===== config.mk =====
export PLATFORM = sky130hd
export DESIGN_NAME = ray_column_gen
export DESIGN_NICKNAME = d
export VERILOG_FILES = /design/src/rtl/raycast_pkg.sv /design/src/rtl/fix_mul_shift.sv /design/src/rtl/ray_column_gen.sv
export SDC_FILE = /design/constraint.sdc
export NUM_CORES = 2
export LEC_CHECK = 0
export ABC_AREA = 0
export CAP_MARGIN = 20
export CORE_MARGIN = 2
export CORE_UTILIZATION = 25
export CTS_BUF_LIST = sky130_fd_sc_hd__clkbuf_8
export CTS_CLUSTER_SIZE = 16
export DETAILED_ROUTE_END_ITERATION = 7
export GPL_TIMING_DRIVEN = 0
export SYNTH_ARGS = -nofsm -noshare
export SYNTH_HDL_FRONTEND = slang
export SYNTH_HIERARCHICAL = 1
export SYNTH_SLANG_ARGS = --single-unit

===== constraint.sdc =====
create_clock -name clk_in -period 8.3 [get_ports clk_in]
set_input_delay 2.075 -clock clk_in [delete_from_list [all_inputs] [get_ports clk_in]]
set_output_delay 2.075 -clock clk_in [all_outputs]
set_load 0.02 [all_outputs]

===== src/rtl/raycast_pkg.sv =====
// Shared types and constants for the ray setup stage.
//   fix_t                : signed 8.8 fixed-point value
//   FRAC_BITS            : fractional bits in fix_t
//   SCREEN_WIDTH_DEFAULT : default number of screen columns
//   raygen_state_t       : frame sequencer states
package raycast_pkg;

  typedef logic signed [15:0] fix_t;

  localparam int unsigned FRAC_BITS            = 8;
  localparam int unsigned SCREEN_WIDTH_DEFAULT = 320;

  typedef enum logic [1:0] {
    IDLE,
    RUN,
    DRAIN
  } raygen_state_t;

endpackage


===== src/rtl/fix_mul_shift.sv =====
// Registered signed 16x16 multiply; the registered 32-bit product is shifted
// right arithmetically by FRAC_BITS and truncated to 16 bits on the output.
//   clk_i  : clock
//   rst_ni : asynchronous active-low reset
//   en_i   : load a new product (held when low)
//   a_i    : signed 16-bit operand
//   b_i    : signed 16-bit operand
//   res_o  : (a*b)>>>FRAC_BITS, truncated to 16 bits
module fix_mul_shift
  import raycast_pkg::*;
(
  input  logic        clk_i,
  input  logic        rst_ni,
  input  logic        en_i,
  input  logic [15:0] a_i,
  input  logic [15:0] b_i,
  output logic [15:0] res_o
);

  logic signed [31:0] prod_q;
  logic signed [31:0] prod_d;

  always_comb begin
    prod_d = prod_q;
    if (en_i) begin
      prod_d = 32'($signed(a_i)) * 32'($signed(b_i));
    end
  end

  always_ff @(posedge clk_i or negedge rst_ni) begin
    if (!rst_ni) begin
      prod_q <= '0;
    end else begin
      prod_q <= prod_d;
    end
  end

  assign res_o = 16'(prod_q >>> FRAC_BITS);

endmodule


===== src/rtl/ray_column_gen.sv =====
// Per-frame ray setup: latches the camera pose on start_in, then emits one
// ray descriptor per screen column over a valid/ready handshake.
//   clk_in, rst_n_in            : clock, asynchronous active-low reset
//   start_in                    : frame start pulse (honoured only when idle)
//   pos/dir/plane _x/_y _in     : camera pose, signed 8.8
//   ray_ready_in                : downstream accepts a descriptor
//   ray_valid_out               : descriptor valid
//   ray_col_out                 : column index
//   ray_dir_x/_y_out            : ray direction, signed 8.8
//   map_x/_y_out                : integer map cell of the player
//   step_x/_y_neg_out           : ray direction component is negative
//   ray_last_out                : descriptor is the last column
//   pose_x/_y_out               : latched player position
//   busy_out, frame_done_out    : frame in progress, end-of-frame pulse
module ray_column_gen
  import raycast_pkg::*;
#(
  parameter int unsigned SCREEN_WIDTH = SCREEN_WIDTH_DEFAULT
) (
  input  logic                            clk_in,
  input  logic                            rst_n_in,
  input  logic                            start_in,
  input  logic [15:0]                     pos_x_in,
  input  logic [15:0]                     pos_y_in,
  input  logic [15:0]                     dir_x_in,
  input  logic [15:0]                     dir_y_in,
  input  logic [15:0]                     plane_x_in,
  input  logic [15:0]                     plane_y_in,
  input  logic                            ray_ready_in,
  output logic                            ray_valid_out,
  output logic [$clog2(SCREEN_WIDTH)-1:0] ray_col_out,
  output logic [15:0]                     ray_dir_x_out,
  output logic [15:0]                     ray_dir_y_out,
  output logic [7:0]                      map_x_out,
  output logic [7:0]                      map_y_out,
  output logic                            step_x_neg_out,
  output logic                            step_y_neg_out,
  output logic                            ray_last_out,
  output logic [15:0]                     pose_x_out,
  output logic [15:0]                     pose_y_out,
  output logic                            busy_out,
  output logic                            frame_done_out
);

  localparam int unsigned ColW   = $clog2(SCREEN_WIDTH);
  // err stays below W, err+R below 2W.
  localparam int unsigned ErrW   = ColW + 2;
  localparam int unsigned Span   = 2 << FRAC_BITS;
  localparam int unsigned StepQ  = Span / SCREEN_WIDTH;
  localparam int unsigned StepR  = Span % SCREEN_WIDTH;

  localparam logic [ColW-1:0] LastCol  = ColW'(SCREEN_WIDTH - 1);
  localparam logic [ErrW-1:0] WidthE   = ErrW'(SCREEN_WIDTH);
  localparam logic [ErrW-1:0] StepRE   = ErrW'(StepR);
  localparam fix_t            CamInit  = fix_t'(-(32'sd1 <<< FRAC_BITS));
  localparam fix_t            CamStepQ = fix_t'(StepQ);
  localparam fix_t            CamStepP = fix_t'(StepQ + 1);

  raygen_state_t   state_q, state_d;
  logic [ColW-1:0] col_q, col_d;
  fix_t            cam_q, cam_d;
  logic [ErrW-1:0] err_q, err_d;
  logic [ErrW-1:0] err_sum;

  fix_t pos_x_q, pos_y_q, dir_x_q, dir_y_q, plane_x_q, plane_y_q;
  logic latch_pose;

  logic            v1_q, v1_d;
  logic [ColW-1:0] col1_q, col1_d;
  logic            issue;

  logic            valid_q, valid_d;
  logic [ColW-1:0] ocol_q, ocol_d;
  fix_t            dx_q, dx_d, dy_q, dy_d;
  logic            last_q, last_d;
  logic            busy_q, busy_d;
  logic            done_q, done_d;

  logic [15:0]     shx, shy;
  logic            stall, adv;

  assign stall = valid_q && !ray_ready_in;
  assign adv   = !stall;

  // Frame sequencer plus the exact cameraX accumulator.
  always_comb begin
    state_d    = state_q;
    col_d      = col_q;
    cam_d      = cam_q;
    err_d      = err_q;
    latch_pose = 1'b0;
    issue      = 1'b0;
    done_d     = 1'b0;
    busy_d     = busy_q;
    err_sum    = err_q + StepRE;

    if (done_q) begin
      busy_d = 1'b0;
    end

    unique case (state_q)
      IDLE: begin
        if (start_in) begin
          latch_pose = 1'b1;
          col_d      = '0;
          cam_d      = CamInit;
          err_d      = '0;
          busy_d     = 1'b1;
          state_d    = RUN;
        end
      end
      RUN: begin
        if (adv) begin
          issue = 1'b1;
          col_d = col_q + ColW'(1);
          if (err_sum >= WidthE) begin
            err_d = err_sum - WidthE;
            cam_d = cam_q + CamStepP;
          end else begin
            err_d = err_sum;
            cam_d = cam_q + CamStepQ;
          end
          if (col_q == LastCol) begin
            state_d = DRAIN;
          end
        end
      end
      DRAIN: begin
        if (valid_q && ray_ready_in && last_q) begin
          done_d  = 1'b1;
          state_d = IDLE;
        end
      end
      default: state_d = IDLE;
    endcase
  end

  // S1 tag and S2 output register; both freeze on a stall.
  always_comb begin
    v1_d    = v1_q;
    col1_d  = col1_q;
    valid_d = valid_q;
    ocol_d  = ocol_q;
    dx_d    = dx_q;
    dy_d    = dy_q;
    last_d  = last_q;
    if (adv) begin
      v1_d    = issue;
      col1_d  = col_q;
      valid_d = v1_q;
      ocol_d  = col1_q;
      dx_d    = dir_x_q + fix_t'(shx);
      dy_d    = dir_y_q + fix_t'(shy);
      last_d  = v1_q && (col1_q == LastCol);
    end
  end

  always_ff @(posedge clk_in or negedge rst_n_in) begin
    if (!rst_n_in) begin
      state_q   <= IDLE;
      col_q     <= '0;
      cam_q     <= '0;
      err_q     <= '0;
      pos_x_q   <= '0;
      pos_y_q   <= '0;
      dir_x_q   <= '0;
      dir_y_q   <= '0;
      plane_x_q <= '0;
      plane_y_q <= '0;
      v1_q      <= 1'b0;
      col1_q    <= '0;
      valid_q   <= 1'b0;
      ocol_q    <= '0;
      dx_q      <= '0;
      dy_q      <= '0;
      last_q    <= 1'b0;
      busy_q    <= 1'b0;
      done_q    <= 1'b0;
    end else begin
      state_q <= state_d;
      col_q   <= col_d;
      cam_q   <= cam_d;
      err_q   <= err_d;
      if (latch_pose) begin
        pos_x_q   <= pos_x_in;
        pos_y_q   <= pos_y_in;
        dir_x_q   <= dir_x_in;
        dir_y_q   <= dir_y_in;
        plane_x_q <= plane_x_in;
        plane_y_q <= plane_y_in;
      end
      v1_q    <= v1_d;
      col1_q  <= col1_d;
      valid_q <= valid_d;
      ocol_q  <= ocol_d;
      dx_q    <= dx_d;
      dy_q    <= dy_d;
      last_q  <= last_d;
      busy_q  <= busy_d;
      done_q  <= done_d;
    end
  end

  fix_mul_shift u_mul_x (
    .clk_i  (clk_in),
    .rst_ni (rst_n_in),
    .en_i   (adv),
    .a_i    (plane_x_q),
    .b_i    (cam_q),
    .res_o  (shx)
  );

  fix_mul_shift u_mul_y (
    .clk_i  (clk_in),
    .rst_ni (rst_n_in),
    .en_i   (adv),
    .a_i    (plane_y_q),
    .b_i    (cam_q),
    .res_o  (shy)
  );

  assign ray_valid_out  = valid_q;
  assign ray_col_out    = ocol_q;
  assign ray_dir_x_out  = dx_q;
  assign ray_dir_y_out  = dy_q;
  assign step_x_neg_out = dx_q[15];
  assign step_y_neg_out = dy_q[15];
  assign ray_last_out   = last_q;
  assign map_x_out      = pos_x_q[15:8];
  assign map_y_out      = pos_y_q[15:8];
  assign pose_x_out     = pos_x_q;
  assign pose_y_out     = pos_y_q;
  assign busy_out       = busy_q;
  assign frame_done_out = done_q;

endmodule


* Yosys cells after proc, flatten, opt, wreduce, memory -nomap -nowiden
Index checks and enable logic that the tools add are counted.
** Operators by class
- $mul :: 2
- Magnitude comparators :: 1
- Equal/unequal tests :: 8
- Mux-type cells :: 24
- Reduce and logical (&&, ||, !) cells :: 9
- $add $sub $neg :: 7
** Operator list (number)
- multiplier 16 x 16 -> 24 bit :: 2
- 2-to-1 mux 16 bit :: 3
- 2-to-1 mux 11 bit :: 3
- adder 16 bit :: 2
- one-hot mux 16 bit (2 select lines) :: 1
- one-hot mux 11 bit (2 select lines) :: 1
- == test 9 bit (second input constant) :: 2
- 2-to-1 mux 9 bit :: 2
- one-hot mux 9 bit (2 select lines) :: 1
- adder 16 x 2 -> 16 bit (second input constant) :: 1
- adder 16 x 3 -> 16 bit (second input constant) :: 1
- adder 11 x 8 -> 11 bit (second input constant) :: 1
- >= comparator 11 x 9 -> 1 bit (second input constant) :: 1
- subtractor 11 x 9 -> 11 bit (second input constant) :: 1
- adder 9 x 1 -> 9 bit (second input constant) :: 1
- 2-to-1 mux 1 bit :: 8
- 2-to-1 mux 2 bit :: 4
- inequality test 2 bit (second input constant) :: 4
- one-hot mux 2 bit (3 select lines) :: 1
- logical AND 1 bit :: 4
- AND reduction 4 bit :: 1
- AND reduction 3 bit :: 1
- == test 2 x 1 -> 1 bit (second input constant) :: 1
- == test 2 bit (second input constant) :: 1
- other kinds (3) :: 3
** Storage, ports and cells
- Output and inout bits :: 95
- Bits in registers :: 237

* Logic depth before layout (Yosys ltp)
- Depth in word-level cells :: 5
- Gate-level depth with buffers :: 22
- Depth with buffers taken out :: 21

* Hierarchy
The synthesis kept the hierarchy.
** Modules (own cells, without submodules)
- ray_column_gen :: cells each 1040, instances 1, area each 9028.7 µm², seq. area each 4579.4 µm²
- fix_mul_shift at u_mul_x :: cells each 881, instances 1, area each 8023.9 µm², seq. area each 400.4 µm²
- fix_mul_shift at u_mul_y :: cells each 888, instances 1, area each 7985.2 µm², seq. area each 400.4 µm²

* Least setup slack after synthesis
Ideal clock, no wire load.
- Path type :: register -> register
- Start :: reg cam_q[3]
- End :: reg u_mul_x.prod_q[22]
- Path buffers :: 1
- Arrival :: 6.047 ns
- Data required time :: 8.175 ns
- Cell stages (with the launch flop) :: 20
- Setup slack :: 2.129 ns
- Cell sequence :: dfrtp_1 > clkbuf_1 > nand2_1 > fa_1 > fa_1 > inv_1 > fa_1 > fa_1 > fa_1 > inv_1 > fa_1 > inv_1 > ha_1 > and4_1 > nand2_1 > or3b_2 > o211ai_1 > a21oi_1 > xnor2_1 > mux2_2
** Between the ends
- Longest elaborated chain between the ends :: 1
** Ends and longest elaborated chain
- start: declaration :: RTL line ray_column_gen.sv:61 : fix_t cam_q, cam_d;
- start signal: assignment :: RTL line ray_column_gen.sv:182 : cam_q <= cam_d;
- multiplier 16 x 16 -> 24 bit :: RTL line fix_mul_shift.sv:26 : prod_d = 32'($signed(a_i)) * 32'($signed(b_i));
- end signal: assignment :: RTL line fix_mul_shift.sv:34 : prod_q <= prod_d;
- end: declaration :: RTL line fix_mul_shift.sv:20 : logic signed [31:0] prod_q;
Every way passes these cells.
A chain may end at the register's enable or synchronous reset.

* Worst setup path in the final report
Same ends and word-level chain as after synthesis.

==> impl_metrics.xml <==
<?xml version="1.0" encoding="UTF-8"?>
<metrics>
  <group name="drt">
    <metric name="totalWireLength" unit="um">71450</metric>
    <metric name="drt-wirelength-per-cell" unit="um">16.30</metric>
    <metric name="detail_route.first_pass.iterations" unit="">5</metric>
    <metric name="detailroute.via_count" unit="">19300</metric>
    <metric name="remaining_drc_errors" unit="">0</metric>
    <metric name="initialDrtViolationCount" unit="">1150</metric>
    <metric name="antenna_violating_nets_remaining" unit="">0</metric>
    <metric name="detail_route.vias_per_cell" unit="">4.403</metric>
  </group>
  <group name="yosys">
    <metric name="yosys_most_used_dff" unit="">sky130_fd_sc_hd__dfrtp_1</metric>
    <metric name="synth_seq_cells" unit="">215</metric>
    <metric name="yosysSeqAreaShare" unit="">0.2149</metric>
    <metric name="syn-num-nets" unit="">3459</metric>
    <metric name="syn-cell-area" unit="um^2">25040</metric>
    <metric name="syn_avg_cell_area" unit="um^2">8.913</metric>
    <metric name="synth-async-reset-ratio" unit="">1.000</metric>
    <metric name="yosysWarnings" unit="">6</metric>
    <metric name="synth_edf_count" unit="">0</metric>
    <metric name="netlist-cell-type-count" unit="">81</metric>
    <metric name="number_of_standard_cells_after_synthesis" unit="">2809</metric>
  </group>
  <group name="floorplan">
    <metric name="fp-row-count" unit="">116</metric>
    <metric name="coreArea" unit="um^2">99710</metric>
    <metric name="floorplan.initialDensity" unit="">0.2511</metric>
    <metric name="die_h" unit="um">320.5</metric>
    <metric name="floorplan.die.width" unit="um">320.5</metric>
    <metric name="floorplan.die_area" unit="um^2">102700</metric>
    <metric name="ioPinCount" unit="">195</metric>
  </group>
  <group name="setup_path">
    <metric name="data_required_time_of_the_worst_path" unit="ps">8800</metric>
    <metric name="r2r-start" unit="">cam_q[3]$_DFFE_PN0P_</metric>
    <metric name="crit_type" unit="">reg -&gt; reg</metric>
    <metric name="rr_endpoint" unit="">u_mul_x/prod_q[22]$_DFFE_PN0P_</metric>
    <metric name="timing.critical_path.to_type" unit="">flop</metric>
    <metric name="reg2reg_depth" unit="">19</metric>
    <metric name="critical_path_peak_fanout" unit="">19</metric>
    <metric name="arrival" unit="ps">7760</metric>
    <metric name="ff2ff_setup_slack" unit="ps">1040</metric>
    <metric name="startpoint_type" unit="">flop</metric>
  </group>
  <group name="power">
    <metric name="total_power" unit="W">0.01223</metric>
    <metric name="clock_power_share" unit="">0.111</metric>
    <metric name="relative_contribution_of_sequential_cells_to_total_power" unit="">0.140</metric>
    <metric name="power_density" unit="nW/um^2">411.5</metric>
    <metric name="peakVddDrop" unit="uV">397.5</metric>
    <metric name="power.combinational.fraction" unit="">0.750</metric>
    <metric name="total_switching_power" unit="W">0.006016</metric>
    <metric name="swShare" unit="">0.4920</metric>
    <metric name="cellInternalPower" unit="W">0.006212</metric>
    <metric name="p_leak" unit="nW">14.29</metric>
  </group>
  <group name="hold_path">
    <metric name="timing.hold.worst_endpoint" unit="">ray_col_out[5]$_DFFE_PN0N_</metric>
    <metric name="min-delay-path-class" unit="">reg -&gt; reg</metric>
    <metric name="min_from" unit="">ray_col_out[5]$_DFFE_PN0N_</metric>
    <metric name="worst_hold_path.num_cells" unit="">2</metric>
  </group>
  <group name="sta">
    <metric name="final_slew_violations" unit="">0</metric>
    <metric name="period_minus_slack" unit="ps">7256</metric>
    <metric name="slew_margin_rel" unit="">0.3073</metric>
    <metric name="final.period_utilization" unit="">0.8743</metric>
    <metric name="worst_slew_pin_slew" unit="ps">1033</metric>
    <metric name="hold_viol" unit="">0</metric>
    <metric name="setup_viol" unit="">0</metric>
    <metric name="rsz_0062_raised_after_global_routing" unit="">false</metric>
    <metric name="highest_clock_rate" unit="MHz">137.8</metric>
    <metric name="setup_total_negative_slack" unit="ps">0</metric>
    <metric name="fin_worst_hold_slack" unit="ps">462.7</metric>
    <metric name="finClkSkew" unit="ps">54.71</metric>
    <metric name="timing.final.ws_setup" unit="ps">1044</metric>
  </group>
  <group name="layout">
    <metric name="share_of_final_layout_standard_cells_stronger_than_drive_strength_1" unit="">0.04573</metric>
    <metric name="leading_cell_types_in_the_layout_fill_and_taps_excluded" unit="">669 x sky130_fd_sc_hd__nand2_1, 499 x sky130_fd_sc_hd__inv_1, 374 x sky130_fd_sc_hd__fa_1, 215 x sky130_fd_sc_hd__dfrtp_1</metric>
    <metric name="area_delta_synth_final" unit="%">18.68</metric>
    <metric name="nNetsFinal" unit="">3702</metric>
    <metric name="final_common_cell" unit="">sky130_fd_sc_hd__nand2_1</metric>
  </group>
  <group name="place">
    <metric name="io_buffer_count" unit="">194</metric>
    <metric name="finalWeightedCongestion" unit="">0.8639</metric>
    <metric name="hpwl_after_dpl" unit="um">57550</metric>
    <metric name="place_worst_setup_slack" unit="ps">1172</metric>
  </group>
  <group name="clock_tree">
    <metric name="worst_setup_hold_path_clk_slew" unit="ps">60</metric>
    <metric name="clock_tree.htree_level_count" unit="">2</metric>
    <metric name="clock_latency" unit="ps">670</metric>
    <metric name="cts_post_setup_buffers_inserted" unit="">0</metric>
    <metric name="clock_sink_count" unit="">215</metric>
    <metric name="clockRootBuffer" unit="">sky130_fd_sc_hd__clkbuf_8</metric>
    <metric name="clock_buffer_depth" unit="">3</metric>
    <metric name="numCtsBuffers" unit="">45</metric>
    <metric name="clock_tree_from_tritoncts" unit="">done</metric>
    <metric name="cts_resized" unit="">0</metric>
    <metric name="cts_hold_buf" unit="">0</metric>
  </group>
  <group name="run">
    <metric name="max_cap_viol_count" unit="">0</metric>
  </group>
  <group name="global_route">
    <metric name="antenna_found_initial" unit="">8</metric>
    <metric name="wire_length_of_the_first_global_routing_pass" unit="um">114100</metric>
    <metric name="gr-usage-all-layers" unit="">0.1428</metric>
    <metric name="largest_net_degree_at_the_start_of_global_routing" unit="">96</metric>
    <metric name="first_global_vias" unit="">20140</metric>
    <metric name="gr-total-overflow" unit="">0</metric>
  </group>
  <group name="run_status">
    <metric name="run_status" unit="">complete, no violations</metric>
  </group>
</metrics>
## registers in the layout, summed over array words and instances, names as in the netlist
register        flops
err_q               5
cam_q              16
col_q               9
state_q             2
ray_valid_out       1
v1_q                1
ray_dir_y_out      16
dir_x_q            16
u_mul_y/prod_q     16
ray_col_out         9
dir_y_q            16
plane_x_q          16
ray_last_out        1
u_mul_x/prod_q     16
ray_dir_x_out      16
col1_q              9
plane_y_q          16
frame_done_out      1
busy_out            1
pose_y_out         16
pose_x_out         16
## cells in the mapped netlist, types with 11 or more instances
cell type,instances,share of area
sky130_fd_sc_hd__clkbuf_1,108,0.016
sky130_fd_sc_hd__ha_1,176,0.088
sky130_fd_sc_hd__mux2_2,21,0.0094
sky130_fd_sc_hd__nor2_1,84,0.013
sky130_fd_sc_hd__inv_1,491,0.074
sky130_fd_sc_hd__fa_1,374,0.30
sky130_fd_sc_hd__nand2_1,669,0.10
sky130_fd_sc_hd__nor3_1,15,0.0030
sky130_fd_sc_hd__and2_1,193,0.048
sky130_fd_sc_hd__xor2_1,34,0.012
sky130_fd_sc_hd__a21oi_1,60,0.012
sky130_fd_sc_hd__dfrtp_1,215,0.21
sky130_fd_sc_hd__xnor2_1,71,0.025
sky130_fd_sc_hd__o21ai_0,53,0.011
sky130_fd_sc_hd__o31ai_1,14,0.0042
sky130_fd_sc_hd__nand3_1,26,0.0052
sky130_fd_sc_hd__a211oi_1,11,0.0033
sky130_fd_sc_hd__nand4_1,13,0.0032
sky130_fd_sc_hd__nand2b_1,13,0.0032
sky130_fd_sc_hd__buf_4,18,0.0054
## layout make-up
class                           count  area [um^2]
Tap cell                         1298         1624
Clock buffer                       55        757.0
Fill cell                       10520        70000
Sequential cell                   215         5380
Timing Repair Buffer              196         2002
Buffer                            134        575.6
Inverter                          491         1843
Multi-Input combinational cell   1969        17240
Clock inverter                     23        285.3
Antenna cell                        3        7.507
## routing by layer
layer / part of all wire / global-route usage / vias up
li1: - / - / 9047
met1: 0.44 / 0.1872 / 9498
met2: 0.46 / 0.2300 / 602
met3: 0.066 / 0.02898 / 141
met4: 0.038 / 0.05749 / 14
met5: 0.0013 / 0 / -
## stage by stage
stage               area (um^2)  utilization  instances
floorplan                 25040            -       2809
global route              29710       0.2980       4382
CTS                       29710       0.2979       4381
detailed placement        28670       0.2875       4303
global placement          28600       0.2869       4301
finish                    29710       0.2980       4384
## cells by family after synthesis
kind of cell	Yosys count	synth area share
compound gates	227	0.06152
fa+ha+maj	550	0.3870
mux	27	0.01219
flops	215	0.2149
simple gates	1057	0.1887
xor+xnor	108	0.03918
buf+inv	625	0.09655
## power by group through the flow
stage	Clock, W	Sequential [W]	Combinational, W
2_1_floorplan	0	0.00168	0.00688
3_3_place_gp	0	0.00172	0.00906
3_5_place_dp	0	0.00173	0.00916
4_1_cts	0.00140	0.00171	0.00924
5_1_grt	0.00144	0.00175	0.0106
6_report	0.00135	0.00171	0.00917
## critical path, cell delays in order, from the launching register on
cell	delay, ps
sky130_fd_sc_hd__dfrtp_1	960
sky130_fd_sc_hd__clkbuf_1	480
sky130_fd_sc_hd__nand2_1	170
sky130_fd_sc_hd__fa_1	640
sky130_fd_sc_hd__fa_1	580
sky130_fd_sc_hd__inv_1	60
sky130_fd_sc_hd__fa_1	520
sky130_fd_sc_hd__fa_1	440
sky130_fd_sc_hd__fa_1	540
sky130_fd_sc_hd__inv_1	50
sky130_fd_sc_hd__fa_1	530
sky130_fd_sc_hd__inv_1	50
sky130_fd_sc_hd__ha_1	350
sky130_fd_sc_hd__and4_1	300
sky130_fd_sc_hd__nand2_1	100
sky130_fd_sc_hd__or3b_2	490
sky130_fd_sc_hd__o211ai_1	280
sky130_fd_sc_hd__a21oi_1	130
sky130_fd_sc_hd__xnor2_1	180
sky130_fd_sc_hd__mux2_2	280
## how the worst max path moves through the flow
stage | startpoint | to | slack, ps | cells after the start
final | cam_q[3]$_DFFE_PN0P_ | u_mul_x/prod_q[22]$_DFFE_PN0P_ | 1040 | 19
after detailed placement | cam_q[3]$_DFFE_PN0P_ | u_mul_x/prod_q[22]$_DFFE_PN0P_ | 1170 | 19
after CTS | cam_q[3]$_DFFE_PN0P_ | u_mul_x/prod_q[22]$_DFFE_PN0P_ | 1130 | 19
after global routing | cam_q[1]$_DFFE_PN0P_ | u_mul_y/prod_q[22]$_DFFE_PN0P_ | 740 | 19
after floorplan | cam_q[3]$_DFFE_PN0P_ | u_mul_x/prod_q[22]$_DFFE_PN0P_ | 2130 | 19
after global placement | rst_n_in | plane_x_q[15]$_DFFE_PN0P_ | -4770 | 1
Power figures use the tool's default switching activity.
